[config.mk]
export PLATFORM = sky130hd
export DESIGN_NAME = imm_ext_pipe
export DESIGN_NICKNAME = d
export VERILOG_FILES = /design/src/rtl/imm_ext_pipe_pkg.sv /design/src/rtl/imm_ext_comb.sv /design/src/rtl/imm_ext_pipe.sv
export SDC_FILE = /design/constraint.sdc
export NUM_CORES = 1
export LEC_CHECK = 0
export ABC_AREA = 0
export CAP_MARGIN = 20
export CORE_ASPECT_RATIO = 0.7
export CORE_MARGIN = 5
export CORE_UTILIZATION = 40
export CTS_BUF_LIST = sky130_fd_sc_hd__clkbuf_2
export DETAILED_ROUTE_END_ITERATION = 8
export PLACE_DENSITY = 0.74
export SLEW_MARGIN = 20
export SYNTH_ARGS = -nofsm -noshare
export SYNTH_HDL_FRONTEND = slang
export SYNTH_SLANG_ARGS = --single-unit
[constraint.sdc]
create_clock -name clk_i -period 1.8 [get_ports clk_i]
set_input_delay 0.54 -clock clk_i [delete_from_list [all_inputs] [get_ports clk_i]]
set_output_delay 0.54 -clock clk_i [all_outputs]
set_load 0.03 [all_outputs]
[src/rtl/imm_ext_pipe_pkg.sv]
// Shared definitions for the decode-stage immediate generator.
//   INST_W            : instruction word width of the 16-bit core
//   DATA_W_MIN/MAX    : legal range of the extended immediate bus
//   EXT_OP_DEF        : default opcode (inst[15:11]) of the EXTEND prefix
//   imm_mode_e        : immediate kind selected by the decoder
//   ext_state_e       : prefix-tracking FSM states
package imm_ext_pipe_pkg;

    localparam int INST_W     = 16;
    localparam int DATA_W_MIN = 16;
    localparam int DATA_W_MAX = 32;
    localparam int PRE_W      = 11;

    localparam logic [4:0] EXT_OP_DEF = 5'b11110;

    // Encodings 6 and 7 are unused and decode as NONE.
    typedef enum logic [2:0] {
        IMM_Z8   = 3'd0,
        IMM_S11  = 3'd1,
        IMM_S8   = 3'd2,
        IMM_S5   = 3'd3,
        IMM_S4   = 3'd4,
        IMM_NONE = 3'd5
    } imm_mode_e;

    typedef enum logic {
        ST_IDLE = 1'b0,
        ST_PEND = 1'b1
    } ext_state_e;

endpackage

[src/rtl/imm_ext_comb.sv]
// Combinational field select and extend.
//   inst_i    : low 11 bits of the instruction (the opcode field is not needed here)
//   mode_i    : immediate kind (imm_mode_e encoding, 6/7 act as NONE)
//   ext_hit_i : a prefix is pending, so merge it with inst_i
//   pre_i     : captured prefix payload
//   imm_o     : extended immediate, DATA_W bits
module imm_ext_comb
    import imm_ext_pipe_pkg::*;
#(
    parameter int DATA_W = 16
) (
    input  logic [PRE_W-1:0]  inst_i,
    input  logic [2:0]        mode_i,
    input  logic              ext_hit_i,
    input  logic [PRE_W-1:0]  pre_i,
    output logic [DATA_W-1:0] imm_o
);

    // Prefix payload is stored in instruction-field order; the merged
    // immediate reassembles it as {pre[4:0], pre[10:5], inst[4:0]}.
    logic [15:0] ext16;
    assign ext16 = {pre_i[4:0], pre_i[10:5], inst_i[4:0]};

    // Size casts of signed operands sign-extend, of unsigned ones zero-extend.
    always_comb begin
        imm_o = '0;
        if (ext_hit_i) begin
            case (mode_i)
                IMM_Z8:                          imm_o = DATA_W'(ext16);
                IMM_S11, IMM_S8, IMM_S5, IMM_S4: imm_o = DATA_W'($signed(ext16));
                default:                         imm_o = '0;
            endcase
        end else begin
            case (mode_i)
                IMM_Z8:  imm_o = DATA_W'(inst_i[7:0]);
                IMM_S11: imm_o = DATA_W'($signed(inst_i[10:0]));
                IMM_S8:  imm_o = DATA_W'($signed(inst_i[7:0]));
                IMM_S5:  imm_o = DATA_W'($signed(inst_i[4:0]));
                IMM_S4:  imm_o = DATA_W'($signed(inst_i[3:0]));
                default: imm_o = '0;
            endcase
        end
    end

endmodule

[src/rtl/imm_ext_pipe.sv]
// Registered immediate generator with EXTEND-prefix merging (decode stage).
//   clk_i, rst_i      : clock, synchronous active-high reset
//   inst_i            : instruction word from IF/ID
//   inst_valid_i      : inst_i is a real instruction
//   mode_i            : immediate kind for inst_i
//   stall_i, flush_i  : pipeline hold / discard (flush wins over stall)
//   imm_o             : extended immediate, valid one cycle after accept
//   imm_valid_o       : imm_o belongs to a retired non-prefix instruction
//   ext_pending_o     : prefix captured, waiting for its partner
//   ext_err_o         : pulse when a prefix follows a prefix
module imm_ext_pipe
    import imm_ext_pipe_pkg::*;
#(
    parameter int         DATA_W = 16,
    parameter bit         EXT_EN = 1'b1,
    parameter logic [4:0] EXT_OP = EXT_OP_DEF
) (
    input  logic              clk_i,
    input  logic              rst_i,
    input  logic [INST_W-1:0] inst_i,
    input  logic              inst_valid_i,
    input  logic [2:0]        mode_i,
    input  logic              stall_i,
    input  logic              flush_i,
    output logic [DATA_W-1:0] imm_o,
    output logic              imm_valid_o,
    output logic              ext_pending_o,
    output logic              ext_err_o
);

    ext_state_e        state_q, state_d;
    logic [PRE_W-1:0]  pre_q, pre_d;
    logic [DATA_W-1:0] imm_q, imm_d, imm_comb;
    logic              imm_valid_q, imm_valid_d;
    logic              ext_err_q, ext_err_d;
    logic              ext_en_w;
    logic              is_pre;
    logic              ext_hit;

    assign ext_en_w = EXT_EN;
    assign is_pre   = inst_valid_i & ext_en_w & (inst_i[15:11] == EXT_OP);
    assign ext_hit  = (state_q == ST_PEND);

    imm_ext_comb #(.DATA_W(DATA_W)) u_comb (
        .inst_i    (inst_i[PRE_W-1:0]),
        .mode_i    (mode_i),
        .ext_hit_i (ext_hit),
        .pre_i     (pre_q),
        .imm_o     (imm_comb)
    );

    // State register
    always_ff @(posedge clk_i) begin
        if (rst_i) state_q <= ST_IDLE;
        else       state_q <= state_d;
    end

    // Next-state logic; bubbles (inst_valid_i=0) leave the state alone
    always_comb begin
        state_d = state_q;
        if (flush_i) begin
            state_d = ST_IDLE;
        end else if (!stall_i) begin
            if (is_pre)            state_d = ST_PEND;
            else if (inst_valid_i) state_d = ST_IDLE;
        end
    end

    // Output / datapath next values
    always_comb begin
        pre_d       = pre_q;
        imm_d       = imm_q;
        imm_valid_d = imm_valid_q;
        ext_err_d   = ext_err_q;
        if (flush_i) begin
            // imm_o keeps its last value; only the qualifiers drop
            imm_valid_d = 1'b0;
            ext_err_d   = 1'b0;
        end else if (!stall_i) begin
            if (is_pre) begin
                pre_d       = inst_i[PRE_W-1:0];
                imm_valid_d = 1'b0;
                ext_err_d   = (state_q == ST_PEND);
            end else if (inst_valid_i) begin
                imm_d       = imm_comb;
                imm_valid_d = 1'b1;
                ext_err_d   = 1'b0;
            end else begin
                imm_valid_d = 1'b0;
                ext_err_d   = 1'b0;
            end
        end
    end

    always_ff @(posedge clk_i) begin
        if (rst_i) begin
            pre_q       <= '0;
            imm_q       <= '0;
            imm_valid_q <= 1'b0;
            ext_err_q   <= 1'b0;
        end else begin
            pre_q       <= pre_d;
            imm_q       <= imm_d;
            imm_valid_q <= imm_valid_d;
            ext_err_q   <= ext_err_d;
        end
    end

    assign imm_o         = imm_q;
    assign imm_valid_o   = imm_valid_q;
    assign ext_pending_o = ext_en_w & (state_q == ST_PEND);
    assign ext_err_o     = ext_en_w & ext_err_q;

endmodule

### Yosys cells after proc, flatten, opt, wreduce, memory -nomap -nowiden

Index checks and enable logic that the tools add are counted.

| storage, ports and cells | value |
|---|---|
| logic and storage cells | 29 |
| flip-flop bits (word level) | 30 |
| bits of input ports | 24 |
| output and inout port bits | 19 |

| cells by class | value |
|---|---|
| equal/unequal tests | 5 |
| reductions and logical operators | 7 |
| muxes and demuxes | 8 |
| bitwise logic cells | 4 |

Operator list:

| operator | count |
|---|---|
| 16-bit one-hot mux with 5 select lines | 1 |
| 16-bit 2-to-1 mux | 2 |
| 3-bit by 2-bit == test with 1-bit output (second input constant) | 2 |
| 5-bit == test (second input constant) | 1 |
| 1-bit 2-to-1 mux | 5 |
| 5-bit OR reduction | 1 |
| 4-bit AND reduction | 1 |
| 3-bit by 1-bit == test with 1-bit output (second input constant) | 1 |
| 3-bit == test (second input constant) | 1 |
| 3-bit zero test | 1 |
| 1-bit inverter | 3 |
| 3-bit AND reduction | 1 |
| 2-bit AND reduction | 1 |
| 2-bit nonzero test | 1 |
| 2-bit OR reduction | 1 |
| 1-bit bitwise AND | 1 |

### Depth between registers and ports, before layout

| depth | value |
|---|---|
| word-level depth | 4 |
| mapped depth | 6 |
| depth with buffers taken out | 4 |

### Hierarchy

From an unflattened synthesis, not the netlist that was laid out.

| unflattened totals | value |
|---|---|
| cell total of the unflattened synthesis | 183 |
| area, all modules | 1,686.6 um^2 |

Modules (own cells, without submodules):

| module | cells an instance | instances | area an instance (um^2) | sequential area each (um^2) |
|---|---|---|---|---|
| imm_ext_pipe | 137 | 1 | 1,372.6 | 600.6 |
| imm_ext_comb | 46 | 1 | 314.1 | 0.0 |

### Worst setup path after synthesis

OpenSTA, ideal clock, no wires.

| path | value |
|---|---|
| path kind | input to register |
| start point | in stall_i |
| end point | reg imm_q[12] (netlist: imm_o[12]) |
| data required time | 1.678 ns |
| setup slack | -0.058 ns |
| path buffers | 2 |
| data arrival time | 1.736 ns |
| library setup time | 0.122 ns |
| stages on the path | 6 |
| cell sequence | or3b_1 -> o21ba_4 -> buf_6 -> nor2_4 -> buf_6 -> a221o_1 |

| between the ends | value |
|---|---|
| word-level cells in the longest chain between the ends | 2 |

Ends and longest elaborated chain:

| what | RTL line | RTL |
|---|---|---|
| start: declaration | imm_ext_pipe.sv:23 | `input logic stall_i,` |
| 1-bit inverter (no line) | -- |  |
| 4-bit AND reduction (no line) | -- |  |
| end signal: assignment | imm_ext_pipe.sv:103 | `imm_q <= imm_d;` |
| end: declaration | imm_ext_pipe.sv:33 | `logic [DATA_W-1:0] imm_q, imm_d, imm_comb;` |

Every way passes these cells.
A chain may end at the register's enable or synchronous reset.

### Worst setup path in the final report

| path | value |
|---|---|
| start point | reg state_q (netlist: ext_pending_o) |
| end point | out ext_pending_o |

RTL lines:

| what | RTL line | RTL |
|---|---|---|
| start: declaration | imm_ext_pipe.sv:31 | `ext_state_e state_q, state_d;` |
| start signal: assignment | imm_ext_pipe.sv:55 | `else state_q <= state_d;` |
| end: declaration | imm_ext_pipe.sv:27 | `output logic ext_pending_o,` |

No word-level cell between the ends.

==> impl_metrics.tcl <==
set metrics [dict create \
    outcome "complete, no violations" \
    final_cells 235 \
    io_pins 43 \
    fin_area_um2 2020 \
    setup_ws_ns 0.0487 \
    fin_nets 220 \
    maxSlewHeadroom 0.710 \
    synth_common_cells "dfxtp_1 (30), nor2_1 (19), mux2i_1 (15), nand2_1 (9)" \
    synth_edf_count 0 \
    regToRegSetupSlack_ns 0.35 \
    vias 1241 \
    dp_hpwl_um 2860 \
    cts_tree "built" \
    cp_cell_sequence "buf_4" \
    cts.path.max_buffers 2 \
    core_area_um2 3190 \
    drc_errors 0 \
    period_share 0.973 \
    ir_worst_vdd_mv 0.494 \
    dpl_cell_area_um2 1920 \
    slowest_stage "dfxtp_1" \
    cts_buffers 5 \
    hp-start "imm_o[15]" \
    drt-total-wl_um 3690 \
    gr-usage-all-layers 0.173 \
    crit_fanout 10 \
    synth_top_area_frac 0.449 \
    wl_per_cell_um 15.7 \
    hold_path.class "flop to flop" \
    hold_path_depth 1 \
    timing.rr.end "imm_o[7]" \
    seq_area_frac_synth 0.449 \
    rows 17 \
    cts_sinks 30 \
    critPathArrivalTime_ns 1.21 \
    worstMarginPinSlew_ns 0.434 \
    drive_above_1_share 0.244 \
    fp.dieW_um 79.1 \
    max_stage_delay_ns 0.62 \
    die_y_um 58.4 \
    h-tree-depth 2 \
    ant_nets 0 \
    first_global_vias 1322 \
    endpoint_kind "output port" \
    fmax_ghz 0.571 \
    die_area_um2 4620 \
    timing.final.hold_violations 0 \
    diodes 0 \
    grt_max_degree 19 \
    avgSynthCellArea_um2 10.3 \
    root_buffer "clkbuf_2" \
    syn_area_um2 1340 \
    powerDensity_nw_per_um2 600 \
    drt-initial-drc-count 54 \
    synth.distinct_cells 35 \
    cp_data_required_time_ns 1.26 \
    antenna_found_initial 0 \
    place_ws_ns -0.495 \
    maxCapViolations 0 \
    ys_warn_count 0 \
    start_kind "flop" \
    fill_cells 290 \
    initial_core_util 0.420 \
    cp_top_family "flip-flops" \
    clk_pin_slew_ns 0.15 \
    drt-pass1-iter-count 4 \
    power.total_mw 1.21 \
    synthFlopType "dfxtp_1" \
    r2r-start "ext_pending_o" \
    synth-seq-cells 30 \
    yosys-top-cells-area "dfxtp_1 (45%), mux2i_1 (11%), nor2_1 (5.3%)" \
    post-place-cells 226 \
    power_leakage_nw 0.887 \
    gp_congestion 0.847 \
    synth_top_cell_by_area "dfxtp_1" \
    period_needed_ns 1.75 \
    path_class "flop to output port" \
    synthArstFlopShare 0 \
    maxSlewViolCount 0 \
    postSynthCellCount 130 \
    path_buf_inv 1 \
    utilization 0.632 \
    worstSkewPairLatency_ns 0.36 \
    overflow 0 \
    synth_nets 154 \
    portBuffers 42 \
    via_per_inst 5.28 \
    reg2regPathDepth 4 \
    grt_pass1_wl_um 6240 \
    setup_viol 0 \
    hold_end "imm_o[15]" \
    clock_skew_ns 0.0129 \
    yosysMostFrequentCell "dfxtp_1" \
    area_growth_syn_to_layout_pct 50.6 \
]
-- logic make-up (layout without fill, tap and decap cells) --
| kind of cell | after synthesis | after routing | synth area share |
|---|---|---|---|
| AND/OR/NAND/NOR | 50 | 50 | 0.202 |
| flip-flops | 30 | 30 | 0.449 |
| AO/OA/AOI/OAI | 27 | 27 | 0.188 |
| multiplexers | 16 | 16 | 0.121 |
| buffers and inverters | 7 | 74 | 0.0411 |
-- per-stage QoR --
| step | TNS, ns | hold slack [ns] |
|---|---|---|
| after floorplan | -0.0830 | 0.451 |
| after global placement | -9.47 | 0.444 |
| after detailed placement | -10.61 | 0.453 |
| after CTS | -0.0169 | 0.483 |
| after global routing | -0.0153 | 0.492 |
| final | 0 | 0.476 |
-- layer usage --
metal | up-vias | track usage | wire length [um]
li1 | 613 | - | -
met1 | 577 | 0.219 | 1660
met2 | 46 | 0.284 | 1760
met3 | 5 | 0.0566 | 257
met4 | 0 | 0.0539 | 17
met5 | - | 0 | 0
-- power breakdown --
| part | internal, mW | switching (mW) | leakage (nW) | total, mW |
|---|---|---|---|---|
| logic | 0.111 | 0.0994 | 0.619 | 0.210 |
| clock network | 0.0886 | 0.235 | 0.0264 | 0.323 |
| registers | 0.673 | 0.00433 | 0.242 | 0.677 |
| total | 0.872 | 0.338 | 0.887 | 1.21 |
-- worst max-delay path by stage --
stage	from	to	slack, ns	cells past startpoint
detailed placement	mode_i[1]	imm_o[10]	-0.50	5
finish	ext_pending_o	ext_pending_o	0.05	1
CTS	inst_valid_i	pre_q[0]	-0.01	6
global route	ext_pending_o	ext_pending_o	-0.02	1
floorplan	flush_i	imm_o[12]	-0.03	6
global placement	mode_i[0]	imm_o[8]	-0.45	5
-- placed cells by master (no fill, tap or decap), types with 2 or more instances in the layout --
cell type        netlist  routed
dlymetal6s2s_1         0       4
dlygate4sd2_1          0      20
nor3_1                 5       3
a221o_1                5       5
o21ai_0                2       2
nand2_1                9       8
a221oi_1               3       2
nor2_1                19      19
a32o_1                 3       3
o2bb2ai_1              4       4
and2_1                 4       4
nor3_4                 0       2
clkdlybuf4s50_1        0      17
dfxtp_1               30      30
mux2i_1               15      14
clkbuf_2               0       5
nand2b_1               4       4
buf_4                  1      23
-- sequential cells by signal (all words and copies together), names as in the netlist --
signal,flops
pre_q,11
imm_o,16
imm_valid_o,1
ext_err_o,1
ext_pending_o,1
-- final cells by class --
| type | instances | area (um^2) | area share |
|---|---|---|---|
| inverter | 1 | 3.75 | 0.00186 |
| multi-input combinational | 93 | 743 | 0.369 |
| tap | 38 | 47.5 | 0.0236 |
| clock inverter | 3 | 16.3 | 0.00807 |
| sequential | 30 | 601 | 0.298 |
| timing repair buffer | 65 | 579 | 0.287 |
| clock buffer | 5 | 25.0 | 0.0124 |
-- timing repair --
item | CTS | global route
setup buffers | 1 | 0
hold buffers | 0 | 0
endpoints found under the hold margin | 0 | 0
endpoints found under the setup margin | 30 | 24
gates resized for setup | 26 | 11
pin swaps | 2 | 6
(Power assumes the default switching activity.)
==> variant 1: new RTL, config.mk and constraints unchanged <==
Add an input register stage for `mode_i`, with the module's reset; this delays it by one clock. The other inputs are not delayed to match.
--- a/src/rtl/imm_ext_pipe.sv
+++ b/src/rtl/imm_ext_pipe.sv
@@ -29,4 +29,14 @@
 );
 
+    logic [2:0] mode_q;
+
+    always_ff @(posedge clk_i) begin
+        if (rst_i) begin
+            mode_q <= '0;
+        end else begin
+            mode_q <= mode_i;
+        end
+    end
+
     ext_state_e        state_q, state_d;
     logic [PRE_W-1:0]  pre_q, pre_d;
@@ -44,5 +54,5 @@
     imm_ext_comb #(.DATA_W(DATA_W)) u_comb (
         .inst_i    (inst_i[PRE_W-1:0]),
-        .mode_i    (mode_i),
+        .mode_i    (mode_q),
         .ext_hit_i (ext_hit),
         .pre_i     (pre_q),
Function: changed (a bounded check fails within 4 cycles, from zero or initial values and one cycle with rst_i high).
==> variant 1 against the original RTL <==
Global-route usage fell by 2.8 points; utilization decreased by 2.0 points; design area shrank 4.5%; clock skew increased by 0.0067 ns; die area down 2.2%; count of clock-buffer cells in the layout grew 1; sequential share of layout area rose by 4.7 points; routed wire length shrank 12%; area after synthesis shrank 2.6%; first-iteration DRC count fell by 9.3%; sequential cell count up 3; register-to-register slack got worse by 0.12 ns; power rose by 18%; setup slack better by 0.0017 ns; critical endpoint is now imm_o[11]$_SDFFE_PP0P_; largest power group unchanged; highest routed layer unchanged.
==> variant 1: results (changes against the original RTL) <==
\begin{tabular}{lr}
\hline
Metric & Value \\
\hline
\multicolumn{2}{l}{\textbf{Place}} \\
Half-perimeter wire length of the detailed placement result & 2460 µm (-14\%) \\
Post-placement cell count & 211 (-6.6\%) \\
Pre-CTS setup slack & -0.4132 ns (+0.08210 ns) \\
Gp weighted congestion & 0.8125 (-4.1\%) \\
\multicolumn{2}{l}{\textbf{Global routing}} \\
Wire length of the first global-routing pass & 5112 µm (-18\%) \\
Met3 track demand over resource & 0.04969 (-0.006885) \\
Met1 global-route usage & 0.1848 (-0.03415) \\
\multicolumn{2}{l}{\textbf{Yosys}} \\
Commonest cells post-synth & dfxtp\_1, nor2\_1, mux2i\_1 \\
Unique masters post-synth & 31 (-11\%) \\
\multicolumn{2}{l}{\textbf{Timing}} \\
Maximum clock rate & 0.5715 GHz (about the same) \\
Worst-case headroom to the max-slew limit & 0.7033 (-0.007114) \\
\multicolumn{2}{l}{\textbf{Layout}} \\
Number of signal-net inverters in the final layout & 2 (+1) \\
Clock network share of area & 0.03316 (+0.01268) \\
Share of final layout cell area taken by non-clock buffers & 0.2659 (-0.02147) \\
Register Area & 663.1 µm² (+10\%) \\
Layout sequential cell count & 33 (+10\%) \\
Fraction of standard cell area in multi-input logic & 0.3277 (-0.04102) \\
\multicolumn{2}{l}{\textbf{Run status}} \\
Run status & completed \\
\multicolumn{2}{l}{\textbf{CTS}} \\
Setup Buffers After CTS & 0 (-1) \\
\multicolumn{2}{l}{\textbf{Worst setup path}} \\
Critical path endpoint & imm\_o[11]\$\_SDFFE\_PP0P\_ \\
Origin of the worst setup path & inst\_i[4] \\
Highest net fanout along the worst path & 6 (-4) \\
FF-to-FF Start & mode\_q[0]\$\_SDFF\_PP0\_ \\
Setup slack of the worst register-to-register path & 0.23 ns (-0.12 ns) \\
Worst Path Arrival & 2.07 ns (+0.86 ns) \\
\multicolumn{2}{l}{\textbf{Power and ir drop}} \\
LEAKAGE & 0.7959 nW (-10\%) \\
Sw power & 0.0003404 W (+0.59\%) \\
\multicolumn{2}{l}{\textbf{Drt}} \\
Met2 wire length & 1379 µm (-22\%) \\
Metal-1 WL & 1550 µm (-6.6\%) \\
Wire length per cell & 14.79 µm (-5.9\%) \\
Iter 0 DRT Violations & 49 (-9.3\%) \\
\multicolumn{2}{l}{\textbf{Hold path}} \\
Hold path endpoint & imm\_o[1]\$\_SDFFE\_PP0P\_ \\
\hline
\end{tabular}
==> variant 1: changes by cell type after synthesis, sizes merged, moves of 3 or more <==
cell,change
dfxtp,+3
mux2i,-3
a22o,+8
and2,-4
a221oi,-3
a221o,+4
nand2,-3
o2bb2ai,-4
nor2,-4
==> variant 1: cell families (layout without fill, tap and decap cells) <==
group           count (synthesis)  count (layout)  share of synthesized area
flops                          33              33                     0.5067
buf+inv                         8              67                    0.02687
compound gates                 31              31                     0.2236
simple gates                   38              38                     0.1507
mux                            12              12                    0.09213
==> variant 1: worst max-delay path, stage by stage <==
cell and delay [ns]:
clkdlybuf4s50_1 0.53, mux2i_1 0.09, o31a_1 0.28, a2111oi_4 0.46, a221o_1 0.17
==> variant 1: repair_timing <==
action / in CTS / in global routing
resized for setup: 19 / 7
endpoints found under the setup margin: 19 / 17
pin swaps: 0 / 1
==> variant 2: new RTL, config.mk and constraints unchanged <==
Without the edit above. `DATA_W` is set to 16 in 2 places; all go to 32.
--- a/src/rtl/imm_ext_comb.sv
+++ b/src/rtl/imm_ext_comb.sv
@@ -8,5 +8,5 @@
     import imm_ext_pipe_pkg::*;
 #(
-    parameter int DATA_W = 16
+    parameter int DATA_W = 32
 ) (
     input  logic [PRE_W-1:0]  inst_i,
--- a/src/rtl/imm_ext_pipe.sv
+++ b/src/rtl/imm_ext_pipe.sv
@@ -12,5 +12,5 @@
     import imm_ext_pipe_pkg::*;
 #(
-    parameter int         DATA_W = 16,
+    parameter int         DATA_W = 32,
     parameter bit         EXT_EN = 1'b1,
     parameter logic [4:0] EXT_OP = EXT_OP_DEF
Interface: changed (resized imm_o); port bits go from 43 to 59. The function was not compared with the original's and may differ.
==> variant 2 against the original RTL <==
Area after synthesis up 14%; power is 7.2% higher; routed wire length rose by 19%; setup slack improved by 0.016 ns; sequential cell count grew 1; clock skew grew 0.0062 ns; design area is 11% higher; via count is 16% higher; critical path type is now in -> reg; highest routed layer unchanged.
==> variant 2: results (changes against the original RTL) <==
\begin{tabular}{lr}
\hline
Metric & Value \\
\hline
\multicolumn{2}{l}{\textbf{Layout}} \\
Buffers outside the clock class & 89 (+37\%) \\
Number of signal-net inverters in the final layout & 0 (-1) \\
Share of final layout cell area taken by non-clock buffers & 0.3408 (+0.05340) \\
Nets & 250 (+14\%) \\
Max reg flops & 17 (+1) \\
Fraction of standard cell area in multi-input logic & 0.3330 (-0.03575) \\
\multicolumn{2}{l}{\textbf{Place}} \\
Gp weighted congestion & 0.8356 (-1.4\%) \\
Pre-CTS setup slack & -0.5857 ns (-0.09041 ns) \\
Count of input and output buffers & 58 (+38\%) \\
Half-perimeter wire length of the detailed placement result & 3472 µm (+21\%) \\
\multicolumn{2}{l}{\textbf{Power and ir drop}} \\
Part of the power in combinational logic & 0.186 (+0.012) \\
Worst vdd rail ir drop & 341.4 µV (-31\%) \\
LEAKAGE & 0.9193 nW (+3.6\%) \\
\multicolumn{2}{l}{\textbf{Drt}} \\
Met2 wire length & 2193 µm (+25\%) \\
Wire length per cell & 15.92 µm (+1.3\%) \\
\multicolumn{2}{l}{\textbf{Yosys}} \\
Post-synthesis compound-gate area fraction & 0.2038 (+0.01591) \\
Commonest cells post-synth & dfxtp\_1, buf\_4, nor2\_1 \\
Sequential fraction of the synthesis area & 0.4059 (-0.04271) \\
Fraction of synthesized area in multiplexers & 0.08592 (-0.03464) \\
Largest family of logic cells by synthesized area & compound AO/OA/AOI/OAI gates \\
Area contributors post-synth & dfxtp\_1, buf\_4, mux2i\_1, a221o\_1, nor2\_1 \\
\multicolumn{2}{l}{\textbf{CTS}} \\
Clk sinks & 31 (+3.3\%) \\
Clock transition time at the flip-flop clock pins of the worst setup and hold paths & 0.19 ns (+0.04 ns) \\
\multicolumn{2}{l}{\textbf{Worst setup path}} \\
Worst path slowest cell & clkdlybuf4s50\_1 \\
Origin of the worst setup path & inst\_valid\_i \\
Critical path endpoint & imm\_o[10]\$\_SDFFE\_PP0P\_ \\
Gate family responsible for the most delay along the worst path & buffers and inverters \\
\multicolumn{2}{l}{\textbf{Run status}} \\
Run status & completed \\
\multicolumn{2}{l}{\textbf{Hold path}} \\
Hold Path Cell Cnt & 2 (+1) \\
Min-Delay Startpoint & imm\_o[3]\$\_SDFFE\_PP0P\_ \\
\multicolumn{2}{l}{\textbf{Global routing}} \\
Maximum number of pins on one net before global-route repair & 18 (-1) \\
\hline
\end{tabular}
[variant 2: what timing repair did]
action / 4_1_cts / 5_1_grt
hold buffers: 0 / 0
gates cloned: 0 / 0
setup buffers: 1 / 1
resized for setup: 23 / 4
setup endpoints to repair: 40 / 5
pin swaps: 1 / 0
[variant 2: metrics by stage]
| stage | utilization | cell area [µm²] |
|---|---|---|
| after floorplan | - | 1529 |
| after global placement | 0.6080 | 2191 |
| after detailed placement | 0.6080 | 2191 |
| after CTS | 0.6170 | 2223 |
| after global routing | 0.6205 | 2236 |
| final | 0.6205 | 2236 |
[variant 2: tightest hold or removal path, delay by kind of cell, from the launching register on]
family / cells / cell delay (ns)
and+or+nand+nor: 1 / 0.05
DFF: 1 / 0.35
AOI/OAI and AO/OA: 1 / 0.05
[variant 2: routing by layer]
metal,track usage,vias to the layer above
met4,0.05275,0
met5,0,-
li1,-,705
met1,0.2104,684
met3,0.05665,6
met2,0.3205,40
